`config.mk`:
```
export PLATFORM = sky130hd
export DESIGN_NAME = tekipaki_gfx_arbiter
export DESIGN_NICKNAME = d
export VERILOG_FILES = /design/src/rtl/tekipaki_gfx_arbiter.sv
export SDC_FILE = /design/constraint.sdc
export NUM_CORES = 1
export LEC_CHECK = 0
export BUFFER_PORTS_ARGS = -buffer_cell sky130_fd_sc_hd__buf_2
export CAP_MARGIN = 30
export CORE_MARGIN = 3
export CORE_UTILIZATION = 59
export DETAILED_ROUTE_END_ITERATION = 10
export PLACE_DENSITY_LB_ADDON = 0.12
export SETUP_SLACK_MARGIN = 0.2
export SLEW_MARGIN = 5
export SYNTH_ARGS = -nofsm -noshare
export SYNTH_HDL_FRONTEND = slang
export SYNTH_SLANG_ARGS = --single-unit
```
`constraint.sdc`:
```
create_clock -name CLK -period 5.5 [get_ports CLK]
set_input_delay 1.375 -clock CLK [delete_from_list [all_inputs] [get_ports CLK]]
set_output_delay 1.375 -clock CLK [all_outputs]
set_load 0.01 [all_outputs]
```
`src/rtl/tekipaki_gfx_arbiter.sv`:
```
// tekipaki_gfx_arbiter
//   Shares one 16-bit SDRAM read bank among the four GP9001 graphics fetch
//   clients (sprite, SCR0, SCR1, SCR2). Each 32-bit client read becomes two
//   16-bit bank reads (low halfword first). The two halves are reassembled
//   into a one-entry hit buffer per client, so a repeated address returns
//   data with zero latency and no bank access.
//
// Ports
//   CLK              system clock
//   RESET            synchronous, active-high reset
//   CS[3:0]          client request lines (bit 0 sprite, bits 1-3 SCR0-SCR2)
//   ADDR0..ADDR3     client halfword address of the low half (bit 0 ignored)
//   DOUT0..DOUT3     client data {hi,lo}, always the buffered word
//   OK[3:0]          per-client hit (data valid for the presented address)
//   BA_ADDR          bank halfword address
//   BA_RD            bank read request, held until BA_ACK is sampled
//   BA_ACK           bank accepted the request
//   BA_RDY           single-cycle pulse, DATA_READ valid in that cycle
//   DATA_READ        bank read data
//
// Build option
//   TEKIPAKI_GFX_SPRPRI_EN  when defined, a missing sprite client always wins
//                           and clients 1-3 round-robin among themselves.
//
// FSM states
//   state | meaning
//   IDLE  | waiting for a miss; grant and latch the address
//   RD_LO | requesting the low halfword
//   WT_LO | waiting for low halfword data
//   RD_HI | requesting the high halfword
//   WT_HI | waiting for high halfword data, then fill the buffer

module tekipaki_gfx_arbiter (
  input  logic        CLK,
  input  logic        RESET,
  input  logic [3:0]  CS,
  input  logic [21:0] ADDR0,
  input  logic [21:0] ADDR1,
  input  logic [21:0] ADDR2,
  input  logic [21:0] ADDR3,
  output logic [31:0] DOUT0,
  output logic [31:0] DOUT1,
  output logic [31:0] DOUT2,
  output logic [31:0] DOUT3,
  output logic [3:0]  OK,
  output logic [21:0] BA_ADDR,
  output logic        BA_RD,
  input  logic        BA_ACK,
  input  logic        BA_RDY,
  input  logic [15:0] DATA_READ
);

  typedef enum logic [2:0] {
    IDLE  = 3'd0,
    RD_LO = 3'd1,
    WT_LO = 3'd2,
    RD_HI = 3'd3,
    WT_HI = 3'd4
  } state_t;

  state_t      state_q;
  logic [20:0] tag_q  [4];
  logic [31:0] data_q [4];
  logic [3:0]  valid_q;
  logic [1:0]  grant_q;
  logic [1:0]  last_q;
  logic [20:0] a_q;
  logic [15:0] lo_q;
  logic        ba_rd_q;
  logic [21:0] ba_addr_q;

  logic [20:0] req_addr [4];
  logic [3:0]  hit;
  logic [3:0]  miss;
  logic [1:0]  grant_d;
  logic [1:0]  cand;
  logic        found;

  // Address bit 0 selects a halfword inside the 32-bit word and is ignored.
  logic unused_addr_bits;
  assign unused_addr_bits = ADDR0[0] ^ ADDR1[0] ^ ADDR2[0] ^ ADDR3[0];

  assign req_addr[0] = ADDR0[21:1];
  assign req_addr[1] = ADDR1[21:1];
  assign req_addr[2] = ADDR2[21:1];
  assign req_addr[3] = ADDR3[21:1];

  always_comb begin
    hit = '0;
    for (int i = 0; i < 4; i++) begin
      hit[i] = CS[i] & valid_q[i] & (tag_q[i] == req_addr[i]);
    end
    miss = CS & ~hit;
  end

  // Round-robin search starting one past the last grant.
  always_comb begin
    grant_d = last_q;
    found   = 1'b0;
    cand    = '0;
`ifdef TEKIPAKI_GFX_SPRPRI_EN
    if (miss[0]) begin
      grant_d = 2'd0;
      found   = 1'b1;
    end else begin
      for (int k = 1; k <= 4; k++) begin
        cand = last_q + 2'(k);
        if (!found && (cand != 2'd0) && miss[cand]) begin
          grant_d = cand;
          found   = 1'b1;
        end
      end
    end
`else
    for (int k = 1; k <= 4; k++) begin
      cand = last_q + 2'(k);
      if (!found && miss[cand]) begin
        grant_d = cand;
        found   = 1'b1;
      end
    end
`endif
  end

  always_ff @(posedge CLK) begin
    if (RESET) begin
      state_q   <= IDLE;
      valid_q   <= '0;
      grant_q   <= '0;
      last_q    <= 2'd3;
      a_q       <= '0;
      lo_q      <= '0;
      ba_rd_q   <= 1'b0;
      ba_addr_q <= '0;
      for (int i = 0; i < 4; i++) begin
        tag_q[i]  <= '0;
        data_q[i] <= '0;
      end
    end else begin
      case (state_q)
        IDLE: begin
          if (found) begin
            grant_q   <= grant_d;
            a_q       <= req_addr[grant_d];
            ba_addr_q <= {req_addr[grant_d], 1'b0};
            ba_rd_q   <= 1'b1;
            state_q   <= RD_LO;
`ifdef TEKIPAKI_GFX_SPRPRI_EN
            // Sprite grants do not disturb the SCR rotation.
            if (grant_d != 2'd0) last_q <= grant_d;
`else
            last_q    <= grant_d;
`endif
          end
        end
        RD_LO: begin
          if (BA_ACK) begin
            ba_rd_q <= 1'b0;
            state_q <= WT_LO;
          end
        end
        WT_LO: begin
          if (BA_RDY) begin
            lo_q      <= DATA_READ;
            ba_addr_q <= {a_q, 1'b1};
            ba_rd_q   <= 1'b1;
            state_q   <= RD_HI;
          end
        end
        RD_HI: begin
          if (BA_ACK) begin
            ba_rd_q <= 1'b0;
            state_q <= WT_HI;
          end
        end
        WT_HI: begin
          if (BA_RDY) begin
            // Fill under the latched address even if the client moved on.
            data_q[grant_q]  <= {DATA_READ, lo_q};
            tag_q[grant_q]   <= a_q;
            valid_q[grant_q] <= 1'b1;
            state_q          <= IDLE;
          end
        end
        default: begin
          ba_rd_q <= 1'b0;
          state_q <= IDLE;
        end
      endcase
    end
  end

  assign OK      = hit;
  assign DOUT0   = data_q[0];
  assign DOUT1   = data_q[1];
  assign DOUT2   = data_q[2];
  assign DOUT3   = data_q[3];
  assign BA_RD   = ba_rd_q;
  assign BA_ADDR = ba_addr_q;

endmodule

```
==> results list <==
- The run finished with clean final reports.
- The congestion estimate from routability-driven global placement came to 0.844.
- Counting along the longest clock path gives a buffer depth of 3.
* Slew at the pin with the worst max-slew slack: 0.950 ns
* Total wire length: 33.9 mm
* Net count after synthesis: 1,075
* Detailed-route DRC error count: 0
* Die Width: 152 um
- The path class of the tightest hold or removal check is reg -> reg.
* Core area: 20,600 um^2
* Total grt overflow: 0
* Proportion of synthesized flip-flops having asynchronous set or reset: 0%
- Summing every instance area after synthesis gives 12,600 um^2.
* Fraction of layout instances using a drive strength above 1: 31.2%
* Setup WS pre-CTS: 0.805 ns
- Fraction of the cycle the final worst path needs: 79.9%
* Number of CTS-inserted buffers: 28
- The floorplan step defined a die boundary enclosing 23,100 um^2.
- The initialized floorplan defines 52 standard-cell rows.
* Crit-path cells: buf_2, xor2_1, nor4_1, nand4_1, nor4_1, buf_2
- Cells after synthesis: 963
- The clock net in this run drives a total of 283 sinks.
- Measured along the y axis, the die boundary spans 152 um.
- Adding up every negative setup slack in the final design gives 0 ns.
- CTS Hold Bufs: 0
- The number of global-route vias before repair came to 8,497.
* Pin count of the biggest net entering global routing: 82
- Of the synthesized area, sequential elements account for 61.8%.
* Clock root cell: sky130_fd_sc_hd__clkbuf_16
- Dominant cells by area after synthesis: sky130_fd_sc_hd__edfxtp_1 51%, sky130_fd_sc_hd__dfxtp_1 11%, sky130_fd_sc_hd__and2_1 8.1%
- Number of synthesized register bits: 283
- Critical path's largest stage delay: 0.52 ns
- During synthesis, Yosys emitted a total of 0 warnings.
- The number of buffers and inverters on the critical path is 2.
* Worst R2R End: BA_ADDR[1]
- Once detailed placement completed, the half-perimeter wirelength came to 23.1 mm.
* Worst Hold Depth: 1
- Number of placed instances with taps included: 1,457
- The area growth from synthesis to layout is 19.5%.
- Final setup fails: 0
* Distinct cell type count after synthesis: 47
- The worst register-to-register path has a depth of 10.
- At the end of the flow, the number of nets in the layout was 1,329.
- Largest delay share family, worst path: simple AND/OR/NAND/NOR gates
- The initial antenna violation count came to 1.
- The critical path runs through a total of 6 cells.
* Number of placed I/O pins: 267
* Initial standard-cell utilization of the core: 61.1%
* Number of levels the H-tree was split into: 1
- Number of pins with negative max-slew slack in the final report: 0
- TritonCTS built the clock tree.
- Critical Path End Type: output port
- The later pin in the worst-skew pair is clocked with a latency of 0.53 ns.
* Startpoint of the worst-slack reg-to-reg timing path: tag_q[3][14]
- Post-CTS repair changed the size of 0 cells.
* Number of vias per cell after detailed routing: 5.68
* Wire length of the first global-routing pass: 50.9 mm
- Unrepaired setup endpoints after global routing: false
- Setup Skew: 0.0162 ns
* Global router's overall resource usage: 28.3%
- Sorting the synthesized cells by how often they occur yields 212 x sky130_fd_sc_hd__edfxtp_1, 163 x sky130_fd_sc_hd__and2_1, 77 x sky130_fd_sc_hd__and3_1, 71 x sky130_fd_sc_hd__dfxtp_1, 69 x sky130_fd_sc_hd__mux2i_1.
* Biggest area consumer among synthesized cells: sky130_fd_sc_hd__edfxtp_1
* Crit path max fanout: 2
* Crit path DAT: 3.02 ns
* Design Power: 5.01 mW
- Initial DRC Count: 718
* Slew margin rel.: 36.3%
* Power density normalized to cell area: 333 nW/um^2
* R2r setup slk: 1.73 ns
* Max Freq: 0.228 GHz
- Max-cap violations in this run came to 0.
- Number of flops mapped to enable cells by yosys: 212
- The final route contains 8,580 vias.
* Final worst path period need: 4.39 ns
* Critical Path Source Type: input pin
- Mean instance size in the synthesized netlist: 13.1 um^2
* Final standard cell utilization of the core: 73.0%
- In this run the remaining antenna-violating nets after routing total 0.
- Worst Setup SP: ADDR3[15]
- Yosys top cell area share: 50.5%
- After clock tree synthesis, the clock-pin slew on the worst setup and hold paths is 0.06 ns.
* Flip-flop cell with the highest count after synthesis: sky130_fd_sc_hd__edfxtp_1
- Following the worst setup path forward leads to its endpoint at OK[3].
* DRT Pass-1 Iters: 5
* Fin worst setup slack: 1.11 ns
- The count of buffers added on input and output ports is 262.
- In this run the static leakage power is 6.60 nW.
- Most frequent cell after synthesis: sky130_fd_sc_hd__edfxtp_1
- VDD sags by at most 0.338 mV.
- The count of cells in the finished layout, fillers not included, comes to 1,510.
- STA puts the critical path data required time at 4.12 ns.
- Critical path type: in -> out
- The number of hold violations in the final report came to 0.
* Slowest library cell on the worst path: sky130_fd_sc_hd__nor4_1
* Detail-routed net length per standard cell: 22.5 um
* Count of buffers added by post-CTS timing repair for setup: 0
## final cells by class
class                      count  area [um^2]
tap                          270          338
clock inverter                11         75.1
antenna                        1         2.50
sequential                   283         7790
clock buffer                  41          801
multi-input combinational    615         4520
timing repair buffer         283         1510
fill                        1466         5570
inverter                       6         22.5
## registers in the layout (all words and copies together), names as in the netlist
signal and flops:
BA_ADDR 22, BA_RD 1, a_q 21, data_q 128
grant_q 2, last_q 2, lo_q 16, state_q 3
tag_q 84, valid_q 4
## stage by stage
stage / area (um^2) / hold slack, ns
floorplan: 12600 / 0.418
global placement: 14200 / 0.426
detailed placement: 14200 / 0.436
CTS: 15100 / 0.456
global route: 15100 / 0.478
finish: 15100 / 0.457
## worst register-to-register path, cell delays in order (launching register included)
cell,delay (ns)
sky130_fd_sc_hd__edfxtp_1,0.41
sky130_fd_sc_hd__xor2_1,0.20
sky130_fd_sc_hd__nor4_1,0.52
sky130_fd_sc_hd__nand4_1,0.26
sky130_fd_sc_hd__o41ai_2,0.53
sky130_fd_sc_hd__nand4_1,0.27
sky130_fd_sc_hd__nor2_1,0.18
sky130_fd_sc_hd__or4_1,0.51
sky130_fd_sc_hd__buf_4,0.33
sky130_fd_sc_hd__mux2i_1,0.21
sky130_fd_sc_hd__a21bo_2,0.23
## cell families (layout without fill, tap and decap cells)
group	count (synthesis)	count (layout)	share of synthesized area [%]
muxes	84	84	6.82
and+or+nand+nor	365	365	17.0
AOI/OAI and AO/OA	81	81	5.83
xor gates and xnor gates	85	85	5.91
other	0	1	0
DFF	283	283	61.8
buffers and inverters	65	341	2.60
## layer usage
layer  wire, um  share of wire, %  vias to the layer above  global-route usage [%]
met5          0                 0                        -                       0
met4        970               2.9                        0                    7.92
met3       3150               9.3                       64                    6.03
met2      15800                46                      416                    43.9
met1      14000                41                     4150                    40.8
li1           -                 -                     3950                       -
## worst min path at each step
stage	to	slack, ns	startpoint
after floorplan	valid_q[0]	0.42	valid_q[0]
after global placement	valid_q[0]	0.43	valid_q[0]
after detailed placement	valid_q[0]	0.44	valid_q[0]
after CTS	valid_q[2]	0.46	valid_q[2]
after global routing	valid_q[0]	0.48	valid_q[0]
final	valid_q[2]	0.46	valid_q[2]
## placed cells by master, fill, tap and decap left out, types with 3 or more instances in the layout
cell type,instances
sky130_fd_sc_hd__or2_2,3
sky130_fd_sc_hd__buf_12,3
sky130_fd_sc_hd__clkbuf_8,3
sky130_fd_sc_hd__clkbuf_16,29
sky130_fd_sc_hd__nor2b_1,24
sky130_fd_sc_hd__a21o_1,3
sky130_fd_sc_hd__mux2_2,15
sky130_fd_sc_hd__a21oi_1,19
sky130_fd_sc_hd__a21bo_2,6
sky130_fd_sc_hd__inv_1,5
sky130_fd_sc_hd__and3_1,77
sky130_fd_sc_hd__nand2_1,40
sky130_fd_sc_hd__nand3_1,4
sky130_fd_sc_hd__o2bb2ai_2,15
sky130_fd_sc_hd__edfxtp_1,212
sky130_fd_sc_hd__and2_1,163
sky130_fd_sc_hd__buf_2,262
sky130_fd_sc_hd__nand4_1,14
sky130_fd_sc_hd__a22o_1,6
sky130_fd_sc_hd__xor2_1,35
sky130_fd_sc_hd__clkbuf_1,9
sky130_fd_sc_hd__nor2_1,13
sky130_fd_sc_hd__mux2i_1,69
sky130_fd_sc_hd__nor3_1,5
sky130_fd_sc_hd__buf_4,17
sky130_fd_sc_hd__dfxtp_1,71
sky130_fd_sc_hd__o21ai_0,5
sky130_fd_sc_hd__nor4_1,10
sky130_fd_sc_hd__xnor2_1,50
sky130_fd_sc_hd__clkinv_1,7
sky130_fd_sc_hd__o21ai_2,15
## power by group
group          internal (mW)  leakage, nW  switching (mW)
sequential              2.41         2.77          0.0919
clock                   1.05        0.427           0.776
combinational          0.286         3.40           0.397
total                   3.75         6.60            1.27
No activity file was read; power rests on OpenSTA's default activity.
